<file path="src/rtl/pokey_timer_sequencer.sv">
// POKEY audio channel timer sequencer: register decode, divide-by-N counters, 8/16-bit linking.
// Optional IRQ pending logic is built only when POKEY_TIMER_IRQ_EN is defined.
module pokey_timer_sequencer (
   input  logic        clk,
   input  logic        reset_n,
   input  logic        enable_179,
   input  logic        enable_64,
   input  logic        enable_15,
   input  logic        wr_en,
   input  logic [3:0]  addr,
   input  logic [7:0]  data_in,
   output logic [3:0]  pulse_out,
   output logic [11:0] noise_select,
   output logic [15:0] volume,
   output logic [3:0]  vol_only,
   output logic        poly9_sel,
   output logic        sync_reset,
   output logic [2:0]  irq_timer
);

   logic [7:0]  audf_q [4];
   logic [7:0]  audc_q [4];
   logic [7:0]  audctl_q;
   logic [16:0] cnt_q  [4];
   logic [16:0] cnt_d  [4];
   logic [16:0] reload_s [4];
   logic [3:0]  tick_s;
   logic [3:0]  fast_s;
   logic [1:0]  link_s;
   logic [3:0]  pulse_q;
   logic [3:0]  pulse_d;
   logic        sync_q;
   logic        base_s;
   logic        stimer_s;

   assign stimer_s = wr_en && (addr == 4'd9);

   // Tick source selection and reload values; a linked pair counts in the low channel's counter
   always_comb begin
      base_s    = audctl_q[0] ? enable_15 : enable_64;
      tick_s[0] = audctl_q[6] ? enable_179 : base_s;
      tick_s[1] = base_s;
      tick_s[2] = audctl_q[5] ? enable_179 : base_s;
      tick_s[3] = base_s;
      fast_s    = {1'b0, audctl_q[5], 1'b0, audctl_q[6]};
      link_s    = {audctl_q[3], audctl_q[4]};
      for (int p = 0; p < 2; p++) begin
         reload_s[2*p+1] = {9'd0, audf_q[2*p+1]};
         if (link_s[p]) begin
            reload_s[2*p] = {1'b0, audf_q[2*p+1], audf_q[2*p]} + (fast_s[2*p] ? 17'd6 : 17'd0);
         end else begin
            reload_s[2*p] = {9'd0, audf_q[2*p]} + (fast_s[2*p] ? 17'd3 : 17'd0);
         end
      end
   end

   // Counter next state; STIMER reloads everything and swallows any coincident tick
   always_comb begin
      pulse_d = 4'b0000;
      for (int i = 0; i < 4; i++) begin
         cnt_d[i] = cnt_q[i];
      end
      if (stimer_s) begin
         for (int i = 0; i < 4; i++) begin
            cnt_d[i] = reload_s[i];
         end
      end else begin
         for (int p = 0; p < 2; p++) begin
            if (link_s[p]) begin
               if (tick_s[2*p]) begin
                  if (cnt_q[2*p] == 17'd0) begin
                     pulse_d[2*p+1] = 1'b1;
                     cnt_d[2*p]     = reload_s[2*p];
                  end else begin
                     cnt_d[2*p] = cnt_q[2*p] - 17'd1;
                  end
               end else begin
                  cnt_d[2*p] = cnt_q[2*p];
               end
            end else begin
               for (int c = 2*p; c < 2*p+2; c++) begin
                  if (tick_s[c]) begin
                     if (cnt_q[c] == 17'd0) begin
                        pulse_d[c] = 1'b1;
                        cnt_d[c]   = reload_s[c];
                     end else begin
                        cnt_d[c] = cnt_q[c] - 17'd1;
                     end
                  end else begin
                     cnt_d[c] = cnt_q[c];
                  end
               end
            end
         end
      end
   end

   // Counter, pulse and sync state
   always_ff @(posedge clk or negedge reset_n) begin
      if (!reset_n) begin
         for (int i = 0; i < 4; i++) begin
            cnt_q[i] <= 17'd0;
         end
         pulse_q <= 4'b0000;
         sync_q  <= 1'b0;
      end else begin
         for (int i = 0; i < 4; i++) begin
            cnt_q[i] <= cnt_d[i];
         end
         pulse_q <= pulse_d;
         sync_q  <= stimer_s;
      end
   end

   // CPU register file decode
   always_ff @(posedge clk or negedge reset_n) begin
      if (!reset_n) begin
         for (int i = 0; i < 4; i++) begin
            audf_q[i] <= 8'd0;
            audc_q[i] <= 8'd0;
         end
         audctl_q <= 8'd0;
      end else if (wr_en) begin
         case (addr)
            4'd0, 4'd2, 4'd4, 4'd6: audf_q[addr[2:1]] <= data_in;
            4'd1, 4'd3, 4'd5, 4'd7: audc_q[addr[2:1]] <= data_in;
            4'd8:                   audctl_q          <= data_in;
            default:                ;
         endcase
      end
   end

`ifdef POKEY_TIMER_IRQ_EN
   logic [2:0] irqen_q;
   logic [2:0] irq_q;
   logic [2:0] irq_d;
   logic [2:0] irq_clr_s;

   // Pending bits set from the registered pulse; a same-cycle IRQEN clear overrides the set
   always_comb begin
      irq_clr_s = (wr_en && (addr == 4'd14)) ? ~data_in[2:0] : 3'b000;
      irq_d     = (irq_q | ({pulse_q[3], pulse_q[1], pulse_q[0]} & irqen_q)) & ~irq_clr_s;
   end

   // IRQ enable and pending state
   always_ff @(posedge clk or negedge reset_n) begin
      if (!reset_n) begin
         irqen_q <= 3'b000;
         irq_q   <= 3'b000;
      end else begin
         if (wr_en && (addr == 4'd14)) begin
            irqen_q <= data_in[2:0];
         end
         irq_q <= irq_d;
      end
   end

   assign irq_timer = irq_q;
`else
   assign irq_timer = 3'b000;
`endif

   assign pulse_out    = pulse_q;
   assign sync_reset   = sync_q;
   assign poly9_sel    = audctl_q[7];
   assign noise_select = {audc_q[3][7:5], audc_q[2][7:5], audc_q[1][7:5], audc_q[0][7:5]};
   assign volume       = {audc_q[3][3:0], audc_q[2][3:0], audc_q[1][3:0], audc_q[0][3:0]};
   assign vol_only     = {audc_q[3][4], audc_q[2][4], audc_q[1][4], audc_q[0][4]};

endmodule

</file>
<file path="config.mk">
export PLATFORM = sky130hd
export DESIGN_NAME = pokey_timer_sequencer
export DESIGN_NICKNAME = d
export VERILOG_FILES = /design/src/rtl/pokey_timer_sequencer.sv
export SDC_FILE = /design/constraint.sdc
export NUM_CORES = 1
export LEC_CHECK = 0
export ABC_AREA = 0
export CORE_ASPECT_RATIO = 1.2
export CORE_MARGIN = 10
export CORE_UTILIZATION = 40
export CTS_CLUSTER_SIZE = 14
export DETAILED_ROUTE_END_ITERATION = 8
export PLACE_DENSITY_LB_ADDON = 0.12
export SLEW_MARGIN = 15
export SYNTH_ARGS = -nofsm -noshare
export SYNTH_HDL_FRONTEND = slang
export SYNTH_SLANG_ARGS = --single-unit
</file>
<file path="constraint.sdc">
create_clock -name clk -period 3.55 [get_ports clk]
set_input_delay 0.71 -clock clk [delete_from_list [all_inputs] [get_ports clk]]
set_output_delay 0.71 -clock clk [all_outputs]
set_load 0.05 [all_outputs]
</file>
; ---- Yosys cells after proc, flatten, opt, wreduce, memory -nomap -nowiden
; Cells that the tools add are included.
[word_totals]
wordCells = 91
inputBits = 18
out_inout_bits = 41
regBits = 145
[classes]
n_mux = 37
n_addsub = 8
n_eq_ne = 11
n_lt_le_gt_ge = 2
bitwise = 1
reduce_logical = 17
[ops]
columns = operator, n
row1 = 17-bit two-way mux, 12
row2 = 17-bit logical NOT, 4
row3 = 68-bit two-way mux, 1
row4 = 17-bit by 1-bit subtractor with 17-bit output (second input constant), 4
row5 = 32-bit bitwise mux, 2
row6 = 16-bit by 3-bit adder with 17-bit output, 2
row7 = 8-bit by 2-bit adder with 9-bit output, 2
row8 = 8-bit demux with 2-bit select, 1
row9 = 4-bit by 3-bit == test with 1-bit output (second input constant), 4
row10 = 1-bit two-way mux, 15
row11 = 2-bit AND reduction, 5
row12 = 4-bit by 2-bit == test with 1-bit output (second input constant), 2
row13 = 4-bit == test (second input constant), 2
row14 = 8-bit two-way mux, 1
row15 = 4-bit OR reduction, 2
row16 = 3-bit two-way mux, 2
row17 = 2-bit nonzero test, 3
row18 = 4-bit by 1-bit == test with 1-bit output (second input constant), 1
row19 = 4-bit logical NOT, 1
row20 = 2-bit two-way mux, 2
row21 = 4-bit two-way mux, 1
row22 = 2-bit by 1-bit inequality test with 1-bit output (second input constant), 2
row23 = 3-bit >= comparator (second input constant), 1
row24 = 3-bit by 1-bit < comparator with 1-bit output (second input constant), 1
row25 = other kinds (2), 3

; ---- Depth between registers and ports, before layout
[depth]
ltp_word = 6
depth_mapped = 9
mapped_depth_nobuf = 8

; ---- Worst setup path after synthesis
; Ideal clock, no wire load.
[synth_timing]
kind = input -> register
start = input enable_64
end = register cnt_q[26] in the netlist's numbering
stages = 5
arrival_time_ps = 2012
setup_time_ps = 126
n_path_buf = 0
required_time_ps = 3424
path_slack_ps = 1412
cell_sequence = mux2_4 > mux2_2 > nor2_1 > nor3_1 > a221o_1
[synth_via]
elab_chain_cells = 3
[synth_rtl]
columns = element, line
row1 = start: declaration, 7  ; input logic enable_64,
row2 = 1-bit two-way mux, 40  ; base_s = audctl_q[0] ? enable_15 : enable_64;
row3 = 1-bit two-way mux, 43  ; tick_s[2] = audctl_q[5] ? enable_179 : base_s;
row4 = 2-bit nonzero test (no source line), n/a
row5 = end signal: indexed assignment, 108  ; cnt_q[i] <= cnt_d[i];
row6 = end: declaration, 24  ; logic [16:0] cnt_q [4];
; Every way passes these cells.
; A chain may end at the register's enable or synchronous reset.

; ---- Final worst setup path
[layout_timing]
start = input addr[0]
end = register cnt_q[63] in the netlist's numbering
[layout_via]
elab_chain_cells = 3
word_cells_on_any_way = 4
cone_classes = eq/ne (1) / mux (1) / reduce/logical (2)
[layout_rtl]
columns = element, line
row1 = start: declaration, 10  ; input logic [3:0] addr,
row2 = 4-bit == test (*), 36  ; assign stimer_s = wr_en && (addr == 4'd9);
row3 = 1-bit logical AND (*), 36
row4 = 68-bit two-way mux / 2-bit nonzero test (equally long branches), n/a
; Every way passes the cells marked *; elsewhere a longest branch is shown, timed or not.

==> out/metrics.yaml <==
placement:
  place_inst: 1090
  place_congestion: 0.863
  dp_hpwl_um: 15500
  dpl_cell_area_mm2: 0.00897
  io_buffers: 55
critical_path:
  crit_slowest_cell: "clkdlybuf4s50_1"
  path_class: "primary input to register"
  crit_family: "buffers and inverters"
  critical_path_required_ns: 3.88
  cp-start-kind: "primary input"
  cp_num_buf_inv: 2
  cp_slowest_stage_delay_ns: 0.52
  arrival_ns: 3.05
  r2r_slack_ns: 1.09
  crit_chain: "clkdlybuf4s50_1, nor2b_1, nand2_1, buf_4, o21ai_2, or4_1, o221ai_1"
  worstRegToRegCells: 8
  cp_max_fo: 40
  r2r-end: "cnt_q[35]"
  rr_startpoint: "cnt_q[34]"
  cp-end-kind: "register"
final_layout:
  syn2layout_area_growth_pct: 17.4
  fillers: 1911
  layout.cells.most_common: "dfrtp_1"
  layout_common_cells: "dfrtp_1 (143), mux2_2 (73), nand2_1 (57)"
  antenna-diode-count: 0
  fin_util_pct: 47.4
  fin_cells: 1122
  fin_nets: 877
  drive_gt1_share_pct: 17.7
  design_area_mm2: 0.00954
outcome:
  outcome: "finished clean"
clock_tree:
  cts_setup_buffers: 0
  cts.clk_slew.worst_paths_ns: 0.07
  h-tree-depth: 4
  cts_made_buffers: 17
  root_buffer: "clkbuf_16"
  cts.path.max_buffers: 2
  clk_latency_ns: 0.43
  cts_tree: "done"
  cts_resized: 0
  clock-sinks: 143
  cts-hold-fix-buffers: 0
yosys:
  yosys-top-cells-area: "dfrtp_1 (44%), mux2_2 (10%), nand2_1 (2.6%)"
  yosysTopAreaCell: "dfrtp_1"
  yosysTopAreaCellShare_pct: 44.0
  ys_ff_latch: 143
  synth.cell_area_mm2: 0.00813
  ys_seq_area_share_pct: 44.0
  yosysWarnings: 0
  synth_edf_count: 0
  syn-instance-count: 784
  syn_area_per_cell_um2: 10.4
  ys_async_sr_fraction_pct: 100
  ys.flop_type: "dfrtp_1"
  synthDistinctLibCells: 82
routing:
  wl_per_cell_um: 19.4
  final_antenna_net_count: 0
  first_pass_iters: 5
  routed_via_density: 5.78
  drt_iter0_markers: 405
  vias: 6481
  wirelength_um: 21800
  drc: 0
power_and_ir_drop:
  seqPwrFrac_pct: 40.0
  combPwrFrac_pct: 33.2
  pwr-share-clk_pct: 26.8
  p_leak_nw: 3.91
  sw_frac_of_total_pct: 40.0
  powerDensity_mw_per_mm2: 690
  total_power_mw: 6.59
  intPower_mw: 3.95
  vdd_drop_max_v: 0.000393
  p_switching_mw: 2.64
global_route:
  grt_pass1_vias: 6711
  grt.total_usage_pct: 17.1
  grt_pass1_wl_um: 36300
  grt_overflow: 0
  grt_max_degree: 74
  antenna_found_initial: 0
sta:
  fin_tns_setup_ns: 0
  final_max_slew_viol_count: 0
  relSlewSlack_pct: 41.8
  worst_slew_pin_slew_ns: 0.872
  hold_violations: 0
  finalSetupViolCount: 0
  clock.fmax_mhz: 368
  post-route-period-util_pct: 76.5
  grt_setup_unrepaired: "no"
  fin_crit_ns: 2.72
  clock_skew_ns: 0.0122
floorplan:
  coreArea_mm2: 0.0201
  die_y_um: 176
  die_w_um: 150
  io_pins: 59
  rows: 57
  die-area_mm2: 0.0264
  initial_core_util_pct: 40.4
job:
  cap_violations: 0
min_path:
  hp-class: "primary input to async pin"
layer usage:
| layer | vias to the layer above | global-route usage, % | routed length (um) |
|---|---|---|---|
| met4 | 0 | 6.33 | 427 |
| li1 | 3077 | - | - |
| met1 | 3198 | 21.9 | 9690 |
| met2 | 171 | 27.2 | 10500 |
| met5 | - | 0 | 0 |
| met3 | 35 | 4.38 | 1220 |
cell usage after synthesis, drive strengths merged (4+ instances only):
library cell and number:
inv 27, o21a 5, nand2b 8, o211a 4, nand2 57, clkbuf 10
and3 16, dfrtp 143, nor2 48, a22oi 7, mux2 75, o311ai 6
ha 11, a221o 4, a31oi 6, and4 4, or4 9, nand3 32
and2 6, mux2i 14, a21oi 34, o21ai 33, nor3 33, o211ai 7
nor4 17, o221ai 10, or3 18, nand3b 8, or2 4, buf 19
xnor2 17, nor2b 8, fa 4, a211oi 4, nor3b 5, nand4 14
xor2 9
worst max-delay path by stage:
stage / start / endpoint / slack [ns] / depth (start not counted)
floorplan: enable_64 / cnt_q[26] / 1.41 / 5
global placement: addr[2] / cnt_q[62] / 0.47 / 7
detailed placement: addr[2] / cnt_q[63] / 0.43 / 7
CTS: addr[2] / cnt_q[63] / 0.88 / 7
global route: addr[0] / cnt_q[62] / 0.71 / 7
finish: addr[0] / cnt_q[63] / 0.83 / 7
area by class of cell:
class	instances	area, um^2	area share (%)
sequential	143	3580	37.5
inverter	27	101	1.06
clock buffer	18	439	4.60
clock inverter	14	135	1.42
tap	265	332	3.47
multi-input combinational	587	4300	45.0
timing repair buffer	68	662	6.94
power by group through the flow:
stage,Combinational (mW),Sequential (mW),Clock [mW]
finish,2.19,2.63,1.76
global route,2.42,2.71,1.88
CTS,2.20,2.63,1.81
detailed placement,2.19,2.65,0
global placement,2.15,2.63,0
floorplan,1.31,2.80,0
kinds of logic after synthesis:
kind of cell,after synthesis,share of synthesized area [%]
multiplexers,89,12.5
XOR/XNOR,26,2.80
other,1,0.0461
buffers and inverters,56,3.20
adder cells (fa/ha/maj),15,2.68
flip-flops,143,44.0
AND/OR/NAND/NOR,295,20.8
AO/OA/AOI/OAI,159,13.9
flip-flops by register name, summed over array words and instances (netlist names):
| signal | flops |
|---|---|
| audf_q | 32 |
| noise_select | 12 |
| audctl_q | 6 |
| sync_reset | 1 |
| pulse_out | 4 |
| cnt_q | 68 |
| vol_only | 4 |
| volume | 16 |
metrics by stage:
stage | hold slack [ns] | setup WS, ns
CTS | 0.339 | 0.878
finish | 0.323 | 0.834
global placement | 0.489 | 0.469
global route | 0.371 | 0.714
detailed placement | 0.494 | 0.429
floorplan | 0.414 | 1.41
(Power assumes the default switching activity.)
